==> src/rtl/sti_rx_if.sv <==
// sti_rx_if: STI serial input, frame configuration and recovered-word outputs of the receiver.
interface sti_rx_if;
  logic        si_data;
  logic        si_valid;
  logic        cfg_msb;
  logic        cfg_low;
  logic [1:0]  cfg_length;
  logic        cfg_fill;
  logic [15:0] po_data;
  logic        po_valid;
  logic        po_err;
  logic        busy;
  modport master (output si_data, si_valid, cfg_msb, cfg_low, cfg_length, cfg_fill,
                  input po_data, po_valid, po_err, busy);
  modport slave  (input si_data, si_valid, cfg_msb, cfg_low, cfg_length, cfg_fill,
                  output po_data, po_valid, po_err, busy);
endinterface

==> src/rtl/sti_rx.sv <==
// sti_rx: STI serial-to-parallel receiver that rebuilds the 16-bit word from 8/16/24/32-bit frames.
// Define STI_RX_PAD_CHECK_EN to reject 24/32-bit frames whose pad bits are not all zero.
module sti_rx #(
  parameter int CNT_W = 6
) (
  input logic   clk,
  input logic   reset,
  sti_rx_if.slave bus
);
  typedef enum logic {IDLE, RECV} state_t;
  state_t           state_q;
  logic [CNT_W-1:0] cnt_q;
  logic [31:0]      w_q;
  logic             msb_q, low_q, fill_q;
  logic [1:0]       len_q;
  logic [15:0]      data_q;
  logic             valid_q, err_q, busy_q;
  logic [CNT_W-1:0] n_cur, n_new, pos_cur, pos_new;
  logic [15:0]      word;
  logic             bad, done, start;
  assign n_cur   = CNT_W'({len_q, 3'b000}) + CNT_W'(8);
  assign n_new   = CNT_W'({bus.cfg_length, 3'b000}) + CNT_W'(8);
  assign pos_cur = msb_q ? n_cur - CNT_W'(1) - cnt_q : cnt_q;
  assign pos_new = bus.cfg_msb ? n_new - CNT_W'(1) : '0;
  assign done    = state_q == RECV && cnt_q == n_cur;
  // a bit arriving right after the last bit of a frame opens the next frame
  assign start   = bus.si_valid && (state_q == IDLE || done);
  assign word = len_q == 2'd0 ? (low_q ? {w_q[7:0], 8'h00} : {8'h00, w_q[7:0]}) :
                len_q == 2'd1 ? w_q[15:0] :
                len_q == 2'd2 ? (fill_q ? w_q[23:8] : w_q[15:0]) :
                                (fill_q ? w_q[31:16] : w_q[15:0]);
`ifdef STI_RX_PAD_CHECK_EN
  assign bad = len_q == 2'd2 ? (fill_q ? |w_q[7:0] : |w_q[23:16]) :
               len_q == 2'd3 ? (fill_q ? |w_q[15:0] : |w_q[31:16]) : 1'b0;
`else
  assign bad = 1'b0;
`endif
  always_ff @(posedge clk) begin
    if (!reset) begin
      state_q <= IDLE;
      cnt_q   <= '0;
      w_q     <= '0;
      msb_q   <= 1'b0;
      low_q   <= 1'b0;
      fill_q  <= 1'b0;
      len_q   <= 2'd0;
      data_q  <= 16'h0000;
      valid_q <= 1'b0;
      err_q   <= 1'b0;
      busy_q  <= 1'b0;
    end else begin
      valid_q <= done && !bad;
      err_q   <= (done && bad) || (state_q == RECV && !done && !bus.si_valid);
      if (done && !bad) data_q <= word;
      if (start) begin
        msb_q   <= bus.cfg_msb;
        low_q   <= bus.cfg_low;
        len_q   <= bus.cfg_length;
        fill_q  <= bus.cfg_fill;
        w_q     <= 32'(bus.si_data) << pos_new;
        cnt_q   <= CNT_W'(1);
        state_q <= RECV;
        busy_q  <= 1'b1;
      end else if (state_q == RECV && bus.si_valid && !done) begin
        w_q   <= w_q | (32'(bus.si_data) << pos_cur);
        cnt_q <= cnt_q + CNT_W'(1);
      end else if (state_q == RECV) begin
        cnt_q   <= '0;
        state_q <= IDLE;
        busy_q  <= 1'b0;
      end
    end
  end
  assign bus.po_data  = data_q;
  assign bus.po_valid = valid_q;
  assign bus.po_err   = err_q;
  assign bus.busy     = busy_q;
endmodule
==> src/flat_wrapper.sv <==
// flat-port wrapper written by rule: the top's interface ports become plain ports
module sti_rx_flat 
#(
  parameter int CNT_W = 6
)
  (clk, reset, bus_si_data, bus_si_valid, bus_cfg_msb, bus_cfg_low, bus_cfg_length, bus_cfg_fill, bus_po_data, bus_po_valid, bus_po_err, bus_busy);
  sti_rx_if bus_i ();
  input logic clk;
  input logic reset;
  input wire logic [$bits(bus_i.si_data)-1:0] bus_si_data;
  input wire logic [$bits(bus_i.si_valid)-1:0] bus_si_valid;
  input wire logic [$bits(bus_i.cfg_msb)-1:0] bus_cfg_msb;
  input wire logic [$bits(bus_i.cfg_low)-1:0] bus_cfg_low;
  input wire logic [$bits(bus_i.cfg_length)-1:0] bus_cfg_length;
  input wire logic [$bits(bus_i.cfg_fill)-1:0] bus_cfg_fill;
  output wire logic [$bits(bus_i.po_data)-1:0] bus_po_data;
  output wire logic [$bits(bus_i.po_valid)-1:0] bus_po_valid;
  output wire logic [$bits(bus_i.po_err)-1:0] bus_po_err;
  output wire logic [$bits(bus_i.busy)-1:0] bus_busy;
  assign bus_i.si_data = bus_si_data;
  assign bus_i.si_valid = bus_si_valid;
  assign bus_i.cfg_msb = bus_cfg_msb;
  assign bus_i.cfg_low = bus_cfg_low;
  assign bus_i.cfg_length = bus_cfg_length;
  assign bus_i.cfg_fill = bus_cfg_fill;
  assign bus_po_data = bus_i.po_data;
  assign bus_po_valid = bus_i.po_valid;
  assign bus_po_err = bus_i.po_err;
  assign bus_busy = bus_i.busy;
  sti_rx #(.CNT_W(CNT_W)) u_core (.clk(clk), .reset(reset), .bus(bus_i));
endmodule
==> config.mk <==
export PLATFORM = sky130hd
export DESIGN_NAME = sti_rx_flat
export DESIGN_NICKNAME = d
export VERILOG_FILES = /design/src/rtl/sti_rx_if.sv /design/src/rtl/sti_rx.sv /design/src/flat_wrapper.sv
export SDC_FILE = /design/constraint.sdc
export NUM_CORES = 1
export LEC_CHECK = 0
export CAP_MARGIN = 30
export CELL_PAD_IN_SITES_DETAIL_PLACEMENT = 0
export CELL_PAD_IN_SITES_GLOBAL_PLACEMENT = 1
export CORE_UTILIZATION = 35
export CTS_BUF_LIST = sky130_fd_sc_hd__clkbuf_16
export CTS_CLUSTER_SIZE = 24
export DETAILED_ROUTE_END_ITERATION = 8
export GPL_ROUTABILITY_DRIVEN = 0
export MAX_ROUTING_LAYER = met4
export PLACE_DENSITY_LB_ADDON = 0.15
export SLEW_MARGIN = 20
export SYNTH_ARGS = -nofsm -noshare
export SYNTH_HDL_FRONTEND = slang
export SYNTH_SLANG_ARGS = --single-unit
==> constraint.sdc <==
create_clock -name clk -period 2.75 [get_ports clk]
set_input_delay 0.6875 -clock clk [delete_from_list [all_inputs] [get_ports clk]]
set_output_delay 0.6875 -clock clk [all_outputs]
set_load 0.005 [all_outputs]
==> flow_summary.yaml, run 1 <==
worst_setup_path:
  critical_path_arrival_ps: 2630
  cpMostUsedCell: "inv_1"
  reg2reg_from: "u_core.len_q[0]"
  end_kind: "flop"
  slowest_stage: "fa_1"
  slowest_delay_ps: 620
  crit_path_start: "u_core.len_q[0]"
  r2r_slack_ps: 310
  crit_type: "reg -> reg"
  crit_chain: "inv_1, ha_1, inv_1, fa_1, inv_1, a31oi_1, o22ai_4, buf_12, a31oi_1, nor2_1"
  required_ps: 2940
  startpoint_type: "flop"
  reg2reg_to: "u_core.w_q[17]"
  worstRegToRegCells: 10
  cp_max_fo: 14
logic_synthesis:
  ys_top_cells_by_area: "dfxtp_1 40%, nor2_1 9.3%, a21oi_1 5.4%"
  netlist_area_sq_um: 3120
  synth_nets: 396
  async_flop_share: 0
  synth_flop_cell: "dfxtp_1"
  synth_area_leader_cell: "dfxtp_1"
  yosysMostFrequentCell: "nor2_1"
  synth-seq-cells: 63
  ys_seq_area_frac: 0.404
  synth_commonest_cells: "77 x nor2_1, 63 x dfxtp_1, 34 x a21oi_1, 19 x a31oi_1"
  synth_top_area_frac: 0.404
  synth_edf_count: 0
  syn_inst: 378
  ys_types: 48
  ys_warn_count: 0
  postSynthAreaPerCell_sq_um: 8.27
detailed_routing:
  postRouteAntennaNets: 0
  via_per_inst: 5.27
  wl_per_cell_um: 15.3
  drcViolationCount: 0
  routed_wl_mm: 7.82
  first_pass_iters: 4
  vias: 2693
  first_iter_violations: 146
die:
  start_util: 0.360
  dieArea_sq_um: 9310
  die-height_um: 96.5
  die_x_um: 96.5
  core-area_sq_um: 8680
  rows: 34
  ios: 28
clocking:
  cts_buffers: 9
  hold_buffers: 0
  clockBufferDepth: 2
  cts_root_buf: "clkbuf_16"
  clock_sinks: 63
  cts-htree-levels: 3
  clkLatencyLatePin_ps: 330
  cts_tree: "done"
  clkTransAtPathRegs_ps: 50
sta:
  setup_violations: 0
  fin_skew_ps: 12.0
  rsz0062_at_grt: "no"
  setup_tns_ps: 0
  slew_headroom: 0.539
  min_period_ps: 2440
  timing.final.ws_setup_ps: 311
  worst_pin_slew_ps: 691
  hold_viol_final: 0
  finalMaxSlewViolations: 0
  max_freq_ghz: 0.410
  fin_crit_sh: 0.887
global_route:
  grt_pass1_wl_mm: 12.5
  grt.total_usage: 0.185
  grt_pass1_vias: 2403
  grt_max_degree: 33
  grt-ovfl-total: 0
  antenna_found_initial: 0
cells_and_area:
  syn_to_final_growth_pct: 20.3
  drive_gt1_frac: 0.0720
  diodes: 0
  nets: 417
  nFillCells: 897
  final_util: 0.433
  fin_area_sq_um: 3760
run:
  cap_violations: 0
worst_hold_path:
  hold_depth: 2
  min_to: "u_core.w_q[28]"
  hp-class: "reg -> reg"
  hold_path_startpoint: "u_core.w_q[28]"
power:
  switching_power_uw: 539
  clkPwrFrac: 0.487
  power_leakage_nw: 1.30
  peakVddDrop_v: 0.000266
  p_per_area_nw_per_um2: 594
  intPower_mw: 1.69
  seq_power_share: 0.426
  power_frac_comb: 0.087
  swShare: 0.241
place:
  place_ws_ps: 279
  dp_hpwl_mm: 5.66
  port_buffers: 27
  placed_cell_area_sq_um: 3460
run_status:
  status: "finished, final reports clean"
## power by group through the flow
stage	clock [mW]	sequential [mW]	combinational, mW
final	1.09	0.951	0.195
after global routing	1.15	0.955	0.217
after CTS	1.11	0.952	0.194
after detailed placement	0	0.971	0.193
after global placement	0	0.970	0.193
after floorplan	0	0.960	0.137
## cells in the final DEF, fill, tap and decap left out, types with 2 or more instances in the layout
cell | synthesis | layout
o21ai_1 | 2 | 2
dfxtp_1 | 63 | 63
mux2i_1 | 17 | 17
inv_1 | 14 | 15
ha_1 | 8 | 8
and2_1 | 3 | 3
o21ai_0 | 14 | 14
nand3_1 | 9 | 9
or3_1 | 2 | 2
nor3_1 | 8 | 8
nand3b_1 | 3 | 3
and3b_1 | 5 | 5
o22ai_1 | 2 | 2
clkbuf_16 | 0 | 9
buf_4 | 6 | 9
nor2_1 | 77 | 77
a211oi_1 | 17 | 17
a21oi_1 | 34 | 34
nand2_1 | 14 | 14
clkinv_1 | 0 | 2
a221oi_1 | 8 | 8
nor3b_1 | 5 | 5
clkdlybuf4s50_1 | 0 | 27
o21a_1 | 3 | 3
a31oi_1 | 19 | 19
and3_1 | 4 | 4
## layout make-up
type,count,area [sq um],share of cell area
timing repair buffer,37,358,0.0952
clock inverter,6,53.8,0.0143
tap,108,135,0.0360
clock buffer,9,225,0.0599
sequential,63,1260,0.336
inverter,14,52.6,0.0140
multi-input combinational,274,1670,0.445
## metrics by stage
stage / total power, mW / hold slack, ps / cells
after floorplan: 1.10 / 436 / 378
after global routing: 2.32 / 513 / 511
after global placement: 1.16 / 458 / 495
after CTS: 2.25 / 477 / 510
after detailed placement: 1.16 / 464 / 495
final: 2.23 / 471 / 511
## cell families (layout without fill, tap and decap cells)
kind of cell,count (synthesis),after routing,synth area share
AND/OR/NAND/NOR,139,139,0.213
AO/OA/AOI/OAI,106,106,0.217
buffers and inverters,41,66,0.0629
flip-flops,63,63,0.404
XOR/XNOR,3,3,0.0108
multiplexers,17,17,0.0545
adder cells (fa/ha/maj),9,9,0.0384
## repair_timing
item                                    CTS  global route
resized for setup                         0             0
endpoints found under the setup margin    0             1
buffers inserted                          0             1
## critical path: cells and delay by family, from the launching register on
kind / cells / cell delay [ps]
buf+inv: 4 / 410
simple gates: 1 / 50
compound gates: 3 / 560
flops: 1 / 370
fa+ha+maj: 2 / 920
## sequential cells by signal (all words and copies together), names as in the netlist
signal               cells
u_core.w_q              32
u_core.bus.po_data      16
u_core.cnt_q             6
u_core.len_q             2
u_core.bus.busy          1
u_core.bus.po_err        1
u_core.bus.po_valid      1
u_core.fill_q            1
u_core.low_q             1
u_core.msb_q             1
u_core.state_q           1
## how the worst max path moves through the flow
stage                endpoint  slack (ps)  cells after the start
2_1_floorplan  u_core.w_q[18]         470                     10
5_1_grt         u_core.w_q[7]         110                     10
6_report       u_core.w_q[17]         310                     10
4_1_cts        u_core.w_q[23]         290                      9
3_3_place_gp   u_core.w_q[23]         320                      9
3_5_place_dp   u_core.w_q[23]         280                      9
## routing by layer
layer	up-vias	track usage	part of all wire
met5	-	-	0
met4	0	0.0699	0.013
met3	9	0.0352	0.028
met2	49	0.263	0.43
met1	1240	0.256	0.53
li1	1395	-	-
No activity file was read; power rests on OpenSTA's default activity.
==> inputs of run 2 (changes only) <==
--- a/config.mk
+++ b/config.mk
@@ -6,15 +6,14 @@
 export NUM_CORES = 1
 export LEC_CHECK = 0
 export CAP_MARGIN = 30
-export CELL_PAD_IN_SITES_DETAIL_PLACEMENT = 0
-export CELL_PAD_IN_SITES_GLOBAL_PLACEMENT = 1
+export CORE_MARGIN = 2
 export CORE_UTILIZATION = 35
 export CTS_BUF_LIST = sky130_fd_sc_hd__clkbuf_16
 export CTS_CLUSTER_SIZE = 24
 export DETAILED_ROUTE_END_ITERATION = 8
 export GPL_ROUTABILITY_DRIVEN = 0
 export MAX_ROUTING_LAYER = met4
-export PLACE_DENSITY_LB_ADDON = 0.15
+export PLACE_DENSITY = 0.61
 export SLEW_MARGIN = 20
 export SYNTH_ARGS = -nofsm -noshare
 export SYNTH_HDL_FRONTEND = slang
==> run 2 against run 1 <==
Net effect:
- sequential cell count did not move
- maximum frequency fell by 4.4%
- critical path depth did not move
- worst setup slack got worse by 110 ps
- die area rose by 4.2%
- global-route usage fell by 2.2 points
- sequential share of layout area fell by 0.41 points
- first-iteration DRC count rose by 35%
- non-clock buffer count rose by 1
- hold slack got worse by 3.8 ps
- clock power rose by 4%
- critical path type unchanged
- largest cell class unchanged
==> flow_summary.yaml, run 2 (synthesis gave the netlist of run 1 again) <==
run_status:
  status: "finished, final reports clean"
worst_setup_path:
  slowest_delay_ps: 630
  crit_type: "reg -> reg"
  required_ps: 2950
  crit_path_start: "u_core.len_q[0]"
  cpMostUsedCell: "inv_1"
  slowest_stage: "fa_1"
  worstRegToRegCells: 10
  crit_chain: "inv_1, ha_1, inv_1, fa_1, inv_1, a31oi_1, o22ai_4, buf_12, a21oi_1, nor2_1"
  end_kind: "flop"
  startpoint_type: "flop"
  reg2reg_to: "u_core.w_q[29]"
  cp_max_fo: 16
  critical_path_arrival_ps: 2750
  r2r_slack_ps: 200
  reg2reg_from: "u_core.len_q[0]"
detailed_routing:
  via_per_inst: 5.25
  drcViolationCount: 0
  vias: 2691
  first_iter_violations: 197
  postRouteAntennaNets: 0
  first_pass_iters: 5
  wl_per_cell_um: 14.3
  routed_wl_mm: 7.32
cells_and_area:
  fin_area_sq_um: 3800
  diodes: 0
  layout_commonest_cell: "nor2_1"
  syn_to_final_growth_pct: 21.8
  regMostFlops: "u_core.w_q"
  largest_reg_flops: 32
  nets: 418
  drive_gt1_frac: 0.0840
  layout_common_cells: "77 x nor2_1, 63 x dfxtp_1, 34 x a21oi_1"
clocking:
  hold_buffers: 0
  cts_root_buf: "clkbuf_16"
  cts-htree-levels: 3
  clockBufferDepth: 2
  clock_sinks: 63
  cts_tree: "done"
  clkTransAtPathRegs_ps: 60
  cts_buffers: 9
  clkLatencyLatePin_ps: 330
die:
  dieArea_sq_um: 9700
  rows: 34
  start_util: 0.360
  die-height_um: 98.5
  ios: 28
  die_x_um: 98.5
  core-area_sq_um: 8680
sta:
  fin_crit_sh: 0.927
  hold_viol_final: 0
  rsz0062_at_grt: "no"
  finalMaxSlewViolations: 0
  setup_violations: 0
  min_period_ps: 2550
  setup_tns_ps: 0
  worst_pin_slew_ps: 772
  max_freq_ghz: 0.392
  fin_skew_ps: 5.65
  slew_headroom: 0.485
global_route:
  antenna_found_initial: 0
  grt.total_usage: 0.163
  grt_pass1_wl_mm: 12.4
  grt-ovfl-total: 0
  grt_pass1_vias: 2488
  grt_max_degree: 33
worst_hold_path:
  min_to: "u_core.low_q"
  hp-class: "reg -> reg"
  hold_path_startpoint: "u_core.low_q"
  hold_depth: 2
place:
  port_buffers: 27
  dp_hpwl_mm: 5.19
  placed_cell_area_sq_um: 3460
power:
  power_leakage_nw: 1.32
  peakVddDrop_v: 0.000326
  p_per_area_nw_per_um2: 599
run:
  cap_violations: 0
-- run 2: layout make-up --
cell class,instances,area [sq um]
multi-input cells,274,1680
clock inverters,7,72.6
flip-flops and latches,63,1260
well taps,108,135
fillers,852,4870
clock buffers,9,225
inverters,14,52.6
repair buffers,38,378
-- run 2: how the worst max path moves through the flow --
stage / end / slack, ps / cells past startpoint
finish: u_core.w_q[29] / 200 / 10
global route: u_core.w_q[17] / 50 / 10
CTS: u_core.w_q[15] / 120 / 9
detailed placement: u_core.w_q[15] / 50 / 9
global placement: u_core.w_q[15] / 140 / 9
floorplan: u_core.w_q[18] / 470 / 10
-- run 2: stage by stage --
step	std cells	hold WS [ps]	utilization	power, mW	worst slack, ps
CTS	511	473	0.434	2.30	123
floorplan	378	436	-	1.10	467
finish	513	467	0.438	2.28	200
global route	513	495	0.438	2.36	50.7
global placement	495	453	0.399	1.16	136
detailed placement	495	460	0.399	1.16	53.5
-- run 2: what timing repair did --
action / 4_1_cts / 5_1_grt
gates resized for setup: 1 / 0
pin swaps: 0 / 2
setup buffers: 0 / 2
endpoints found under the setup margin: 1 / 6
-- run 2: critical path, delay by kind of cell, from the launching register on --
| kind | cells | cell delay, ps |
|---|---|---|
| buffers and inverters | 4 | 440 |
| flip-flops | 1 | 380 |
| AO/OA/AOI/OAI | 3 | 590 |
| AND/OR/NAND/NOR | 1 | 60 |
| adder cells (fa/ha/maj) | 2 | 940 |
-- run 2: power breakdown --
part / switching [mW] / internal (mW)
Clock: 0.431 / 0.702
Combinational: 0.117 / 0.0803
Sequential: 0.0209 / 0.930
-- run 2: per-layer routing --
metal  vias to the layer above  part of all wire  GRT usage
li1                       1397                 -          -
met1                      1237              0.48      0.214
met2                        50              0.47      0.251
met3                         7             0.039     0.0319
met4                         0             0.011     0.0601
met5                         -                 0          -
==> inputs of run 3 (changes only) <==
--- a/config.mk
+++ b/config.mk
@@ -13,7 +13,7 @@
 export DETAILED_ROUTE_END_ITERATION = 8
 export GPL_ROUTABILITY_DRIVEN = 0
 export MAX_ROUTING_LAYER = met4
-export PLACE_DENSITY = 0.61
+export PLACE_DENSITY_LB_ADDON = 0.08
 export SLEW_MARGIN = 20
 export SYNTH_ARGS = -nofsm -noshare
 export SYNTH_HDL_FRONTEND = slang
==> run 3 against run 2 <==
Net effect:
- critical path depth down 1
- largest cell class unchanged
- routed wire length up 4.1%
- global-route usage up 1.4 points
- sequential power about the same
- hold slack better by 4.5 ps
- sequential cell count unchanged
- clock skew up 0.95 ps
- utilization down 0.55 points
- maximum frequency up 3.5%
- final area down 1.2%
==> flow_summary.yaml, run 3 (synthesis gave the netlist of run 1 again) <==
global_route:
  grt_pass1_vias: 2572
  grt.total_usage: 0.177
  grt_use_met2: 0.259
  met1_usage: 0.240
  grt-ovfl-total: 0
  met3_usage: 0.0504
  grt_pass1_wl_mm: 13.3
  antenna_found_initial: 0
  grt_max_degree: 33
  busiest_layer: "met2"
power:
  p_per_area_nw_per_um2: 597
  power_leakage_nw: 1.30
  peakVddDrop_v: 0.000287
  swShare: 0.242
  clkPwrFrac: 0.490
  seq_power_share: 0.425
  switching_power_uw: 542
  intPower_mw: 1.70
  power_frac_comb: 0.086
cells_and_area:
  layout_common_cells: "77 x nor2_1, 63 x dfxtp_1, 34 x a21oi_1"
  nFillCells: 900
  drive_gt1_frac: 0.0792
  largest_reg_flops: 32
  syn_to_final_growth_pct: 20.3
  final_util: 0.433
  diodes: 0
  nets: 417
  regMostFlops: "u_core.w_q"
  layout_commonest_cell: "nor2_1"
  stdcell_count: 512
die:
  ios: 28
  die_x_um: 98.5
  die-height_um: 98.5
  start_util: 0.360
  rows: 34
  dieArea_sq_um: 9700
  core-area_sq_um: 8680
detailed_routing:
  routed_wl_mm: 7.62
  postRouteAntennaNets: 0
  first_pass_iters: 4
  vias: 2682
  wl_per_cell_um: 14.9
  drcViolationCount: 0
  first_iter_violations: 109
  via_per_inst: 5.24
sta:
  fin_crit_sh: 0.896
  min_period_ps: 2460
  hold_viol_final: 0
  setup_tns_ps: 0
  setup_violations: 0
  slew_headroom: 0.551
  fin_skew_ps: 6.60
  rsz0062_at_grt: "no"
  finalMaxSlewViolations: 0
  max_freq_ghz: 0.406
  worst_pin_slew_ps: 673
clocking:
  clockBufferDepth: 2
  clkLatencyLatePin_ps: 330
  cts_tree: "done"
  cts_buffers: 9
  clock_sinks: 63
  hold_buffers: 0
  cts_setup_buffers: 0
  cts_root_buf: "clkbuf_16"
  cts_resized: 0
  cts-htree-levels: 3
  clkTransAtPathRegs_ps: 50
worst_setup_path:
  cp_max_fo: 16
  crit_type: "reg -> reg"
  required_ps: 3000
  critical_path_arrival_ps: 2710
  end_kind: "flop"
  startpoint_type: "flop"
place:
  port_buffers: 27
  dp_hpwl_mm: 5.61
  dp.cells: 496
run:
  cap_violations: 0
worst_hold_path:
  hp-class: "reg -> reg"
run_status:
  status: "finished, final reports clean"
## run 3: cell types whose count changed in the layout (fill, tap and decap cells not counted), sizes merged
cell,before,now
clkinv,3,4
buf,11,10
clkinvlp,2,1
## run 3: cell type report
| class | count | area [sq um] | area share |
|---|---|---|---|
| repair buffers | 37 | 345 | 0.0919 |
| multi-input cells | 274 | 1670 | 0.445 |
| flip-flops and latches | 63 | 1260 | 0.336 |
| clock inverters | 7 | 65.1 | 0.0173 |
| inverters | 14 | 52.6 | 0.0140 |
| well taps | 108 | 135 | 0.0360 |
| clock buffers | 9 | 225 | 0.0599 |
## run 3: through the flow
| stage | total power [mW] | area, sq um | hold slack (ps) | worst slack, ps |
|---|---|---|---|---|
| detailed placement | 1.17 | 3470 | 465 | 295 |
| global route | 2.34 | 3760 | 494 | 25.4 |
| finish | 2.24 | 3760 | 472 | 287 |
| CTS | 2.28 | 3760 | 477 | 275 |
| floorplan | 1.10 | 3120 | 436 | 467 |
| global placement | 1.17 | 3470 | 455 | 329 |
## run 3: power by group through the flow
stage / Sequential, mW / Combinational [mW] / Clock, mW
after floorplan: 0.960 / 0.137 / 0
after global placement: 0.971 / 0.195 / 0
after detailed placement: 0.972 / 0.194 / 0
after CTS: 0.952 / 0.195 / 1.13
after global routing: 0.956 / 0.215 / 1.17
final: 0.952 / 0.193 / 1.10
## run 3: final timing paths
check        slack, ps  cells past startpoint       startpoint              to
max                290                      9  u_core.len_q[0]  u_core.w_q[23]
min                470                      2   u_core.w_q[24]  u_core.w_q[24]
max reg2reg        290                      9  u_core.len_q[0]  u_core.w_q[23]
min reg2reg        470                      2   u_core.w_q[24]  u_core.w_q[24]
## run 3: routing by layer
| metal | wire length [um] | share of wire | up-vias |
|---|---|---|---|
| li1 | - | - | 1386 |
| met1 | 3970 | 0.52 | 1240 |
| met2 | 3290 | 0.43 | 50 |
| met3 | 278 | 0.036 | 6 |
| met4 | 84 | 0.011 | 0 |
| met5 | 0 | 0 | - |
## run 3: critical path, cell delays in order, from the launching register on
cell and delay (ps):
dfxtp_1 380, inv_1 100, ha_1 300, inv_1 60, fa_1 430, xnor2_1 240, a31oi_1 160, o22ai_4 450
nand2_1 120, o22ai_1 140
